<file path="config.mk">
export PLATFORM = sky130hd
export DESIGN_NAME = axis_pack_write_controller
export DESIGN_NICKNAME = d
export VERILOG_FILES = /design/src/rtl/axis_pack_write_controller.sv
export SDC_FILE = /design/constraint.sdc
export NUM_CORES = 1
export LEC_CHECK = 0
export BUFFER_PORTS_ARGS = -buffer_cell sky130_fd_sc_hd__buf_2
export CAP_MARGIN = 20
export CORE_AREA = 4 4 337 339
export CTS_BUF_LIST = sky130_fd_sc_hd__clkbuf_8
export DETAILED_ROUTE_END_ITERATION = 10
export DIE_AREA = 0 0 341 343
export PLACE_DENSITY = 0.47
export SLEW_MARGIN = 40
export SYNTH_ARGS = -nofsm -noshare
export SYNTH_HDL_FRONTEND = slang
export SYNTH_SLANG_ARGS = --single-unit
export TNS_END_PERCENT = 30
</file>
<file path="constraint.sdc">
create_clock -name m_axis_aclk -period 2.4 [get_ports m_axis_aclk]
set_input_delay 0.36 -clock m_axis_aclk [delete_from_list [all_inputs] [get_ports m_axis_aclk]]
set_output_delay 0.36 -clock m_axis_aclk [all_outputs]
set_load 0.02 [all_outputs]
</file>
<file path="src/rtl/axis_pack_write_controller.sv">
// Packs non-zero sorter FIFO items into wide AXI-Stream beats.
// Partial beats are closed on flush; tlast delimits fixed-size packets.
module axis_pack_write_controller #(
  parameter int C_AXIS_TDATA_WIDTH = 512,
  parameter int C_SORTER_BIT_WIDTH = 256,
  parameter int C_BEATS_PER_BURST  = 16,
  parameter int C_CNT_WIDTH        = 32
) (
  input  logic                            m_axis_aclk,
  input  logic                            m_axis_areset,
  output logic                            m_axis_tvalid,
  input  logic                            m_axis_tready,
  output logic [C_AXIS_TDATA_WIDTH-1:0]   m_axis_tdata,
  output logic [C_AXIS_TDATA_WIDTH/8-1:0] m_axis_tkeep,
  output logic                            m_axis_tlast,
  input  logic                            read_fifo_out,
  input  logic [C_SORTER_BIT_WIDTH-1:0]   out_fifo_item,
  output logic                            fifo_out_i_deq,
  input  logic                            flush,
  output logic [C_CNT_WIDTH-1:0]          beat_count,
  output logic                            idle
);

  localparam int TW = C_AXIS_TDATA_WIDTH;
  localparam int SW = C_SORTER_BIT_WIDTH;
  localparam int K  = TW / SW;
  localparam int KB = TW / 8;
  localparam int SB = SW / 8;
  localparam int LW = (K > 1) ? $clog2(K) : 1;
  localparam int NB = (K > 1) ? K - 1 : 1;
  localparam int BW = (C_BEATS_PER_BURST > 1) ?
                      $clog2(C_BEATS_PER_BURST) : 1;
  localparam logic [LW-1:0] LAST_LANE = LW'(K - 1);
  localparam logic [BW-1:0] LAST_BEAT = BW'(C_BEATS_PER_BURST - 1);

  logic [LW-1:0]      lane_q, lane_d;
  logic [NB*SW-1:0]   buf_q, buf_d;
  logic [BW-1:0]      burst_q, burst_d;
  logic               fpend_q, fpend_d;
  logic               tvalid_q, tlast_q;
  logic [TW-1:0]      tdata_q;
  logic [KB-1:0]      tkeep_q;
  logic [C_CNT_WIDTH-1:0] cnt_q;

  logic          out_free, item_nz, lane_last;
  logic          deq, take, fl;
  logic          load, ld_last, set_last;
  logic [TW-1:0] ld_data;
  logic [KB-1:0] ld_keep;

  always_comb begin
    out_free  = !tvalid_q || m_axis_tready;
    item_nz   = |out_fifo_item;
    lane_last = (lane_q == LAST_LANE);
    deq       = read_fifo_out && !fpend_q &&
                (!item_nz || !lane_last || out_free);
    take      = deq && item_nz;
    fl        = flush || fpend_q;
    lane_d    = lane_q;
    buf_d     = buf_q;
    burst_d   = burst_q;
    fpend_d   = 1'b0;
    load      = 1'b0;
    ld_data   = '0;
    ld_keep   = '0;
    ld_last   = 1'b0;
    set_last  = 1'b0;
    if (take && !lane_last) begin
      for (int i = 0; i < K - 1; i++)
        if (lane_q == LW'(i))
          buf_d[i*SW +: SW] = out_fifo_item;
      lane_d = lane_q + LW'(1);
    end
    if (take && lane_last) begin
      load = 1'b1;
      for (int i = 0; i < K - 1; i++)
        ld_data[i*SW +: SW] = buf_q[i*SW +: SW];
      ld_data[TW-1 -: SW] = out_fifo_item;
      ld_keep = '1;
      ld_last = fl || (burst_q == LAST_BEAT);
      lane_d  = '0;
    end else if (fl && lane_d != '0) begin
      if (out_free) begin
        load = 1'b1;
        for (int i = 0; i < K - 1; i++)
          if (LW'(i) < lane_d) begin
            ld_data[i*SW +: SW] = buf_d[i*SW +: SW];
            ld_keep[i*SB +: SB] = '1;
          end
        ld_last = 1'b1;
        lane_d  = '0;
      end else begin
        fpend_d = 1'b1;
      end
    end else if (fl) begin
      // nothing buffered: close the packet on the held beat, if any
      set_last = tvalid_q && !m_axis_tready;
      burst_d  = '0;
    end
    if (load)
      burst_d = ld_last ? '0 : burst_q + BW'(1);
  end

  always_ff @(posedge m_axis_aclk) begin
    if (m_axis_areset) begin
      lane_q   <= '0;
      buf_q    <= '0;
      burst_q  <= '0;
      fpend_q  <= 1'b0;
      tvalid_q <= 1'b0;
      tdata_q  <= '0;
      tkeep_q  <= '0;
      tlast_q  <= 1'b0;
      cnt_q    <= '0;
    end else begin
      lane_q  <= lane_d;
      buf_q   <= buf_d;
      burst_q <= burst_d;
      fpend_q <= fpend_d;
      if (load) begin
        tvalid_q <= 1'b1;
        tdata_q  <= ld_data;
        tkeep_q  <= ld_keep;
        tlast_q  <= ld_last;
      end else if (tvalid_q && m_axis_tready) begin
        tvalid_q <= 1'b0;
      end else if (set_last) begin
        tlast_q <= 1'b1;
      end
      if (tvalid_q && m_axis_tready)
        cnt_q <= cnt_q + C_CNT_WIDTH'(1);
    end
  end

  assign fifo_out_i_deq = deq;
  assign m_axis_tvalid  = tvalid_q;
  assign m_axis_tdata   = tdata_q;
  assign m_axis_tkeep   = tkeep_q;
  assign m_axis_tlast   = tlast_q;
  assign beat_count     = cnt_q;
  assign idle           = (lane_q == '0) && !tvalid_q && !fpend_q;

endmodule

</file>
==> results.cfg <==
[run_status]
status = complete, but fails checks
violations = negative setup slack

[synthesis]
synth-simple-area-share_pct = 21.2
synth_edf_count = 0
synth_top_cell_by_area = dfxtp_1
yosys_warnings = 0
synth_compound_area_share_pct = 16.9
synthTopCellsByCount = dfxtp_1 (810), nor2_1 (553), nand2_1 (535)
synth_ff_type = dfxtp_1
synth_nets = 3747
synth.area.mux_share_pct = 0.0340
synth_top_family_by_area = simple AND/OR/NAND/NOR gates
async_flop_share_pct = 0
yosys.cell_count.top_type = dfxtp_1
ys_ff_latch = 810
synth_top_area_share_pct = 55.1
synth_seq_area_share_pct = 55.1
syn_inst = 3484
synth.distinct_cells = 38
synthAdderAreaFrac_pct = 0.119
synth-xor-area-share_pct = 0.773
ys_top_cells_by_area = dfxtp_1 (55%), nor2_1 (7.0%), nand2_1 (6.8%), a22oi_1 (6.5%), o22ai_1 (5.5%)
synth_area_um2 = 29400
avgSynthCellArea_um2 = 8.45

[power]
p_sw_uw = 11000
ir_drop_v = 0.000471
leakage_uw = 0.0217
power_frac_comb_pct = 21.1
power_density_nw_per_um2 = 727
p_sw_share_pct = 30.6
p_seq_share_pct = 41.3
internal_power_uw = 25000
clock_power_share_pct = 37.6

[routing]
route.detailed.drc = 0
routed_wl_um = 146000
drt_first_pass_iters = 5
routedWlPerCell_um = 22.1
drt.antenna.violating_nets = 0
via_per_inst = 4.92
route.vias.total = 32500
drt_iter0_markers = 2226

[min_path]
min_path_type = input port to register
min_path_cells = 5

[cts]
h-tree-depth = 4
clkLatencyLatePin_ns = 0.83
numCtsBuffers = 147
path_clk_slew_ns = 0.06
cts_tree = built
clock_sinks = 810
clock-root-buffer = clkbuf_8
clock_path_buffers = 3

[setup_path]
endpoint_kind = output pin
r2r_cells = 10
critPathArrivalTime_ns = 2.86
critPathLaunchType = input port
cp.required_ns = 2.04
crit_fanout = 2
crit_type = input port to output pin

[timing]
tightest_slew_ns = 0.580
slew_violations = 0
rsz0062_at_grt = true
finalWorstSetupSlack_ns = -0.822
whs_ns = 0.208
period_share_pct = 134
setup_viol = 779
finalCriticalPeriod_ns = 3.22
timing.slew.headroom_pct = 61.3
hold_viol = 0
fmax_mhz = 310
skew_ns = 0.0251

[global_routing]
grt_pass1_vias = 30600
grt_max_degree = 98
grt-ovfl-total = 0
track_usage_pct = 22.4
grt_first_pass_wirelength_um = 200000
antenna_found_initial = 14

[die]
core-area_um2 = 110000
io_pins = 873
die_x_um = 341
initial_core_util_pct = 26.7
dieArea_um2 = 117000
die_h_um = 343
rows = 122

[cells_and_area]
final_cells = 6612
final_nets = 5260
area_delta_synth_final_pct = 68.2
drive_above_1_share_pct = 40.2

[placement]
dpl.cell_count = 5936
portBuffers = 872
dp.final_hpwl_um = 94600
gp_congestion = 0.855
dp_slack_ns = -1.66

[job]
cap_violations = 0
-- cells by family after synthesis --
logic type	after synthesis
and+or+nand+nor	1484
DFF	810
AOI/OAI and AO/OA	798
buffers and inverters	362
xor gates and xnor gates	26
adders and majority gates	3
muxes	1
-- critical path: stages --
cell and delay, ns:
buf_2 0.14, nor4_2 0.52, buf_4 0.20, nand4_1 0.23, nor4_4 0.48, buf_4 0.21
nand4_1 0.13, buf_6 0.15, buf_8 0.11, a31oi_4 0.17, buf_6 0.15
-- registers in the layout, summed over array words and instances (netlist names) --
| signal | flops |
|---|---|
| fpend_q | 1 |
| m_axis_tlast | 1 |
| m_axis_tkeep | 2 |
| burst_q | 4 |
| buf_q | 256 |
| m_axis_tvalid | 1 |
| lane_last | 1 |
| m_axis_tdata | 512 |
| beat_count | 32 |
-- worst paths after layout --
kind | start | end | slack (ns)
worst max-delay path | out_fifo_item[130] | fifo_out_i_deq | -0.82
worst min-delay path | read_fifo_out | m_axis_tlast$_SDFFE_PP0P_ | 0.21
worst max register to register | lane_last$_SDFF_PP0_ | m_axis_tdata[212]$_SDFFE_PP0P_ | 0.11
worst min register to register | buf_q[52]$_SDFF_PP0_ | buf_q[52]$_SDFF_PP0_ | 0.45
-- repair_timing --
item,CTS,global route
cloned,35,40
endpoints found under the setup margin,779,779
gates resized for setup,226,463
buffers inserted,54,39
hold buffers,259,0
hold endpoints to repair,758,0
pin swaps,236,224
-- power groups by stage --
stage                     combinational [uW]  clock [uW]  sequential (uW)
after floorplan                         2230           0            15600
after global placement                  5560           0            15000
after detailed placement                5590           0            15000
after CTS                               6660       13900            14800
after global routing                    8020       14500            14900
final                                   7580       13500            14900
-- area by class of cell --
type                    count  area [um2]
well taps                1488        1860
clock inverters            77         475
multi-input cells        2312       14100
diodes                     12        30.0
repair buffers           1718       14300
clock buffers             187        2570
fillers                 10900       60800
inverters                   8        30.0
flip-flops and latches    810       16200
-- per-stage QoR --
stage	util [%]	area [um2]	power [uW]	TNS (ns)
after floorplan	-	29400	17800	0
after global placement	34.6	38200	20600	-1299.87
after detailed placement	34.6	38200	20600	-1182.69
after CTS	42.1	46400	35400	-313.19
after global routing	44.9	49500	37500	-425.40
final	44.9	49500	36000	-419.74
-- layer usage --
layer / GRT usage [%] / vias to the layer above / wire length, um
met5: 0 / - / 34
met4: 8.62 / 4 / 5120
met3: 5.38 / 260 / 9690
met2: 38.0 / 1096 / 70600
met1: 27.4 / 15900 / 60400
li1: - / 15200 / -
-- placed cells by master (no fill, tap or decap), types with 8 or more instances in the layout --
cell,n
buf_2,867
clkinv_2,12
o21ai_0,8
buf_12,95
nand2_4,28
nand2_2,8
a21oi_1,210
a22oi_1,256
nor4_1,59
o22ai_4,52
nand4_1,21
buf_6,35
nor2_4,19
xor2_1,20
dfxtp_1,810
buf_8,37
clkbuf_16,33
nor2_2,17
nor3_1,167
nor2_1,517
diode_2,12
buf_4,356
nor3_2,94
or3_1,9
buf_16,36
inv_1,57
clkbuf_8,187
nor4_4,8
o22ai_2,88
dlygate4sd3_1,259
a21oi_2,55
nand2_1,498
nand3_1,15
o22ai_1,117
No activity file was read; power rests on OpenSTA's default activity.
